`src/rtl/btn_event_decoder.sv`:
```
// btn_event_decoder
//
// Turns a clean, clk-synchronous button level into single-cycle event pulses so that
// downstream control logic never has to edge-detect or time button holds itself.
//
// Parameters:
//   LONG_CYCLES   - hold time in clk cycles from press_pulse to long_pulse (>= 2)
//   REPEAT_CYCLES - clk cycles between repeat pulses after long_pulse; 0 disables repeat
//   CNT_W         - hold-counter width; 2**CNT_W must exceed max(LONG_CYCLES, REPEAT_CYCLES)
//
// Ports:
//   clk           - system clock, rising edge
//   rst_n         - asynchronous active-low reset
//   btn_level     - debounced button level, 1 = pressed
//   press_pulse   - one-cycle pulse on an accepted press
//   release_pulse - one-cycle pulse on release from a held state
//   click_pulse   - one-cycle pulse alongside release_pulse for releases before the long threshold
//   long_pulse    - one-cycle pulse when the hold reaches LONG_CYCLES
//   repeat_pulse  - one-cycle pulse every REPEAT_CYCLES while held past the long threshold
//   held          - level, high while the button is held (pressed or long-held)
//
// All outputs are registered.

module btn_event_decoder #(
    parameter int unsigned LONG_CYCLES   = 50_000_000,
    parameter int unsigned REPEAT_CYCLES = 10_000_000,
    parameter int unsigned CNT_W         = 27
) (
    input  logic clk,
    input  logic rst_n,
    input  logic btn_level,
    output logic press_pulse,
    output logic release_pulse,
    output logic click_pulse,
    output logic long_pulse,
    output logic repeat_pulse,
    output logic held
);

    typedef enum logic [1:0] {
        StWaitRelease,
        StIdle,
        StPressed,
        StLongHeld
    } state_e;

    localparam logic REPEAT_EN = (REPEAT_CYCLES != 0);

    // Terminal counts; the repeat one is unused (and kept at zero) when repeat is disabled.
    localparam logic [CNT_W-1:0] LONG_LAST   = CNT_W'(LONG_CYCLES - 1);
    localparam logic [CNT_W-1:0] REPEAT_LAST =
        REPEAT_EN ? CNT_W'(REPEAT_CYCLES - 1) : '0;

    state_e           state_q, state_d;
    logic [CNT_W-1:0] cnt_q, cnt_d;

    logic press_q, press_d;
    logic release_q, release_d;
    logic click_q, click_d;
    logic long_q, long_d;
    logic repeat_q, repeat_d;
    logic held_q, held_d;

    always_comb begin
        state_d   = state_q;
        cnt_d     = cnt_q;
        press_d   = 1'b0;
        release_d = 1'b0;
        click_d   = 1'b0;
        long_d    = 1'b0;
        repeat_d  = 1'b0;

        unique case (state_q)
            // A button that is down at reset must be let go before any event is accepted.
            StWaitRelease: begin
                if (!btn_level) begin
                    state_d = StIdle;
                end
            end

            StIdle: begin
                if (btn_level) begin
                    state_d = StPressed;
                    cnt_d   = '0;
                    press_d = 1'b1;
                end
            end

            // Release is tested first so it wins over a threshold reached in the same cycle.
            StPressed: begin
                if (!btn_level) begin
                    state_d   = StIdle;
                    cnt_d     = '0;
                    release_d = 1'b1;
                    click_d   = 1'b1;
                end else if (cnt_q == LONG_LAST) begin
                    state_d = StLongHeld;
                    cnt_d   = '0;
                    long_d  = 1'b1;
                end else begin
                    cnt_d = cnt_q + CNT_W'(1);
                end
            end

            StLongHeld: begin
                if (!btn_level) begin
                    state_d   = StIdle;
                    cnt_d     = '0;
                    release_d = 1'b1;
                end else if (REPEAT_EN) begin
                    if (cnt_q == REPEAT_LAST) begin
                        cnt_d    = '0;
                        repeat_d = 1'b1;
                    end else begin
                        cnt_d = cnt_q + CNT_W'(1);
                    end
                end
                // With repeat disabled the counter simply holds.
            end

            default: begin
                state_d = StWaitRelease;
                cnt_d   = '0;
            end
        endcase

        // Taken from the next state so it rises with press_pulse and falls with release_pulse.
        held_d = (state_d == StPressed) || (state_d == StLongHeld);
    end

    always_ff @(posedge clk or negedge rst_n) begin
        if (!rst_n) begin
            state_q   <= StWaitRelease;
            cnt_q     <= '0;
            press_q   <= 1'b0;
            release_q <= 1'b0;
            click_q   <= 1'b0;
            long_q    <= 1'b0;
            repeat_q  <= 1'b0;
            held_q    <= 1'b0;
        end else begin
            state_q   <= state_d;
            cnt_q     <= cnt_d;
            press_q   <= press_d;
            release_q <= release_d;
            click_q   <= click_d;
            long_q    <= long_d;
            repeat_q  <= repeat_d;
            held_q    <= held_d;
        end
    end

    assign press_pulse   = press_q;
    assign release_pulse = release_q;
    assign click_pulse   = click_q;
    assign long_pulse    = long_q;
    assign repeat_pulse  = repeat_q;
    assign held          = held_q;

endmodule
```
`config.mk`:
```
export PLATFORM = sky130hd
export DESIGN_NAME = btn_event_decoder
export DESIGN_NICKNAME = d
export VERILOG_FILES = /design/src/rtl/btn_event_decoder.sv
export SDC_FILE = /design/constraint.sdc
export NUM_CORES = 1
export LEC_CHECK = 0
export BUFFER_PORTS_ARGS = -buffer_cell sky130_fd_sc_hd__buf_2
export CAP_MARGIN = 25
export CORE_MARGIN = 2
export CORE_UTILIZATION = 25
export CTS_CLUSTER_SIZE = 28
export DETAILED_ROUTE_END_ITERATION = 8
export SLEW_MARGIN = 15
export SYNTH_ARGS = -nofsm -noshare
export SYNTH_HDL_FRONTEND = slang
export SYNTH_SLANG_ARGS = --single-unit
```
`constraint.sdc`:
```
create_clock -name clk -period 2.9 [get_ports clk]
set_clock_uncertainty 0.15 [all_clocks]
set_input_delay 0.435 -clock clk [delete_from_list [all_inputs] [get_ports clk]]
set_output_delay 0.435 -clock clk [all_outputs]
set_load 0.02 [all_outputs]
```
## After elaboration in Yosys (flattened, before gate mapping)

Cells that the tools add are included.

- Output and inout bits: 6
- Logic and storage cells: 45
- Register bits: 35
- Input bits: 3

- Multiplexer cells: 22
- Reductions and logical operators: 6
- Add/sub/neg operators: 1
- Equal/unequal tests: 8

Operators by type and width:

| kind | count |
|---|---|
| $mux W27 | 5 |
| $pmux W27 S3 | 1 |
| $add A27 B1 Y27 const B | 1 |
| $eq A27 B24 Y1 const B | 1 |
| $eq A27 B26 Y1 const B | 1 |
| $mux W1 | 11 |
| $eq A2 B2 Y1 const B | 4 |
| $mux W2 | 4 |
| $pmux W2 S3 | 1 |
| $reduce_or A2 Y1 | 2 |
| $reduce_bool A3 Y1 | 1 |
| $eq A2 B1 Y1 const B | 1 |
| $logic_not A2 Y1 | 1 |
| $ne A2 B2 Y1 const B | 1 |
| $reduce_and A2 Y1 | 1 |
| $logic_or A1 B1 Y1 | 1 |

## Longest topological paths before layout

- Word-level depth: 6
- Mapped depth: 8
- Mapped depth without buffers: 7

## Least setup slack after synthesis

Ideal clock, no wire load.

- Path kind: reg2reg
- Start point: register state_q[1]
- End point: register cnt_q[20]
- Data required time: 2615 ps
- Clock period less this slack: 2157 ps
- Data arrival time: 1872 ps
- Setup time: 135 ps
- Buffers on the path: 1
- Slack: 743 ps
- Cell stages (with the launch flop): 9
- Cells stage by stage: dfrtp_1 > inv_1 > ha_1 > nor2b_1 > or2_2 > clkbuf_1 > nor4_1 > xnor2_1 > a21oi_1

- Cells in the longest elaborated chain, start to end: 3
- Elaborated cells on any way between the ends: 7
- Classes of those cells: eq/ne: 4; mux: 1; reduce/logical: 2

RTL lines:

| element | RTL line | source |
|---|---|---|
| start, declared | 54 | `state_e state_q, state_d;` |
| start signal, assigned | 133 | `state_q <= StWaitRelease;` |
| start signal, assigned | 142 | `state_q <= state_d;` |
| $eq A2 B1 Y1 / $eq A2 B2 Y1 (equally long branches) | 73 | `unique case (state_q)` |
| $ne A2 B2 Y1 (no line) / $reduce_bool A3 Y1 (equally long branches) | n/a |  |
| $reduce_and A2 Y1 (no line) | n/a |  |
| end signal, assigned | 143 | `cnt_q <= cnt_d;` |
| end, declared | 55 | `logic [CNT_W-1:0] cnt_q, cnt_d;` |

Several ways; a longest one is shown, not always the timed one.
A chain may end at the register's enable or synchronous reset.

## Final worst setup path

- Start point: register state_q[1]
- End point: register cnt_q[17]

The elaborated chain is that of the path after synthesis.

==> impl_metrics.ini <==
[route]
drt_iter0_markers = 125
vias = 1698
wl_per_cell_um = 13.7
routed_wl_um = 4540
dr.pass1.iters = 4
ant_nets = 0
vias_per_cell = 5.13
remaining_drc_errors = 0

[sta]
report.final.slew_viol_count = 0
tightest_slew_ns = 0.775
rsz0062_at_grt = false
min_period_ns = 2.37
finalSetupViolations = 0
whs_ns = 0.0742
finalSetupTns_ns = 0
hold_violations = 0
fmax_mhz = 422
fin_crit_sh_pct = 81.7
relSlewSlack_pct = 48.4

[global_route]
grt_pass1_vias = 1689
globalRouteOverflowTotal = 0
grt.total_usage_pct = 11.7
antenna_found_initial = 0
grt_pass1_wl_um = 8150
grt_max_degree = 36

[synth]
ys_seq_area_share_pct = 43.4
synth.area.top_cells = dfrtp_1, nand2_1, xnor2_1
synthArstFlopShare_pct = 100
synth-edff-count = 0
ys_types = 37
syn-cell-area_mm2 = 0.00202
yosys.area.top_type = dfrtp_1
yosysWarnings = 0
synth_top_area_share_pct = 43.4
ys_ff_latch = 35
yosys_most_used_dff = dfrtp_1
syn_inst = 224
syn_avg_cell_area_um2 = 9.00
synth_common_cells = dfrtp_1, nand2_1, a21oi_1
syn_nets = 231
yosysMostFrequentCell = dfrtp_1

[placed_design]
globalplace.congestion = 0.845
port_buffers = 8
dp_hpwl_um = 3160

[final_layout]
seq_area_um2 = 876
final_nets = 236
drive_gt1_share_pct = 11.4
areaGrowthSynthToFinish_pct = 11.2
multi_input_area_mm2 = 0.00106
n_fill_cell = 849
antenna_cells = 0

[worst_hold_path]
holdCritPathClass = primary input to asynchronous set/reset pin

[cts]
path_clk_slew_ns = 0.07
cts_root_buf = clkbuf_8
cts.sinks = 35
h-tree-depth = 2
clock_latency_ns = 0.29
cts_resized = 0
post_cts_buffers = 0
postCtsHoldBufs = 0
clk_path_buf_depth = 2
cts_buffers = 5
cts_tree = yes

[job]
cap_violations = 0

[power]
p_per_area_mw_per_mm2 = 548
power.leakage_nw = 0.905
total_power_mw = 1.23
vdd_ir_drop_max_uv = 190

[setup_path]
cp_data_arrival_time_ns = 2.44
worst_setup_path_end_kind = register
crit_path_start_kind = register
critPathSlowestCell = or4_1
required_ns = 2.97
critPathBufInv = 1
crit_fanout = 20
path_cells = inv_1 -> ha_1 -> nor2b_1 -> or2_2 -> or4_1 -> o211ai_2
cp_top_family = simple AND/OR/NAND/NOR gates
crit_type = register to register
slowest_delay_ns = 0.56

[die]
ios = 9
initial_core_util_pct = 26.0
fp.dieH_um = 93.8
coreArea_mm2 = 0.00777
row_count = 32
die-area_mm2 = 0.00880
die_w_um = 93.8

[status]
status = finished, final reports clean
[state kept, by name, summed over array words and instances, names as in the netlist]
signal,count
click_pulse,1
cnt_q,27
held,1
long_pulse,1
press_pulse,1
release_pulse,1
repeat_pulse,1
state_q,2
[logic make-up (layout without fill, tap and decap cells)]
logic type | Yosys count | in the layout | share of synthesized area (%)
simple gates | 104 | 104 | 27.5
compound gates | 47 | 47 | 16.1
flops | 35 | 35 | 43.4
buf+inv | 19 | 24 | 3.91
xor+xnor | 15 | 15 | 6.51
fa+ha+maj | 4 | 4 | 2.48
[cell type report]
cell class / instances / area share [%]
Sequential cell: 35 / 39.1
Tap cell: 102 / 5.69
Clock inverter: 1 / 0.223
Clock buffer: 6 / 3.68
Multi-Input combinational cell: 170 / 47.4
Timing Repair Buffer: 12 / 3.13
Inverter: 5 / 0.837
[per-layer routing]
layer | share of wire (%) | GRT usage (%)
met1 | 46 | 15.4
met5 | 0 | 0
met2 | 46 | 18.3
met3 | 6.5 | 3.37
met4 | 1.5 | 4.11
[metrics by stage]
| step | area, µm² | std cells | util, % | setup WS [ns] |
|---|---|---|---|---|
| after global placement | 2150 | 324 | 27.7 | 0.608 |
| after CTS | 2240 | 331 | 28.9 | 0.533 |
| after detailed placement | 2150 | 324 | 27.7 | 0.538 |
| after global routing | 2240 | 331 | 28.9 | 0.337 |
| after floorplan | 2020 | 224 | - | 0.743 |
| final | 2240 | 331 | 28.9 | 0.532 |
[report_power, final]
part | switching [mW] | leakage [nW] | total (mW) | internal, mW
logic | 0.242 | 0.373 | 0.335 | 0.0931
registers | 0.0198 | 0.485 | 0.537 | 0.517
clock network | 0.170 | 0.0470 | 0.356 | 0.186
total | 0.431 | 0.905 | 1.23 | 0.797
[layout by cell type (no fill, tap or decap), types with 4 or more instances in the layout]
cell type  instances
dfrtp_1           35
nand2_1           28
a21oi_1           19
nor2_1            16
xnor2_1           11
nand4_1           10
nor4_1             9
buf_2              8
nand3_1            7
nor3_1             7
nor2b_1            6
o211ai_1           6
o221ai_1           6
clkbuf_8           6
inv_1              5
and2_1             5
and3_1             5
or4_1              4
xor2_1             4
ha_1               4
buf_4              4
[final timing paths]
check                                 end  startpoint  slack (ns)  cells past startpoint
worst max-delay path            cnt_q[17]  state_q[1]        0.53                      6
worst min-delay path            cnt_q[18]       rst_n        0.07                      1
worst max register to register  cnt_q[17]  state_q[1]        0.53                      6
worst min register to register   cnt_q[0]    cnt_q[0]        0.37                      1
max in group asynchronous       cnt_q[22]       rst_n        2.04                      1
min in group clk                 cnt_q[0]    cnt_q[0]        0.37                      1
[worst reg2reg max path: cells and delay by family (launching register included)]
family | cells | cell delay, ns
fa+ha+maj | 1 | 0.27
buf+inv | 1 | 0.08
simple gates | 3 | 1.25
compound gates | 1 | 0.15
flops | 1 | 0.41
Note: power is estimated with default switching activity, not from simulation.
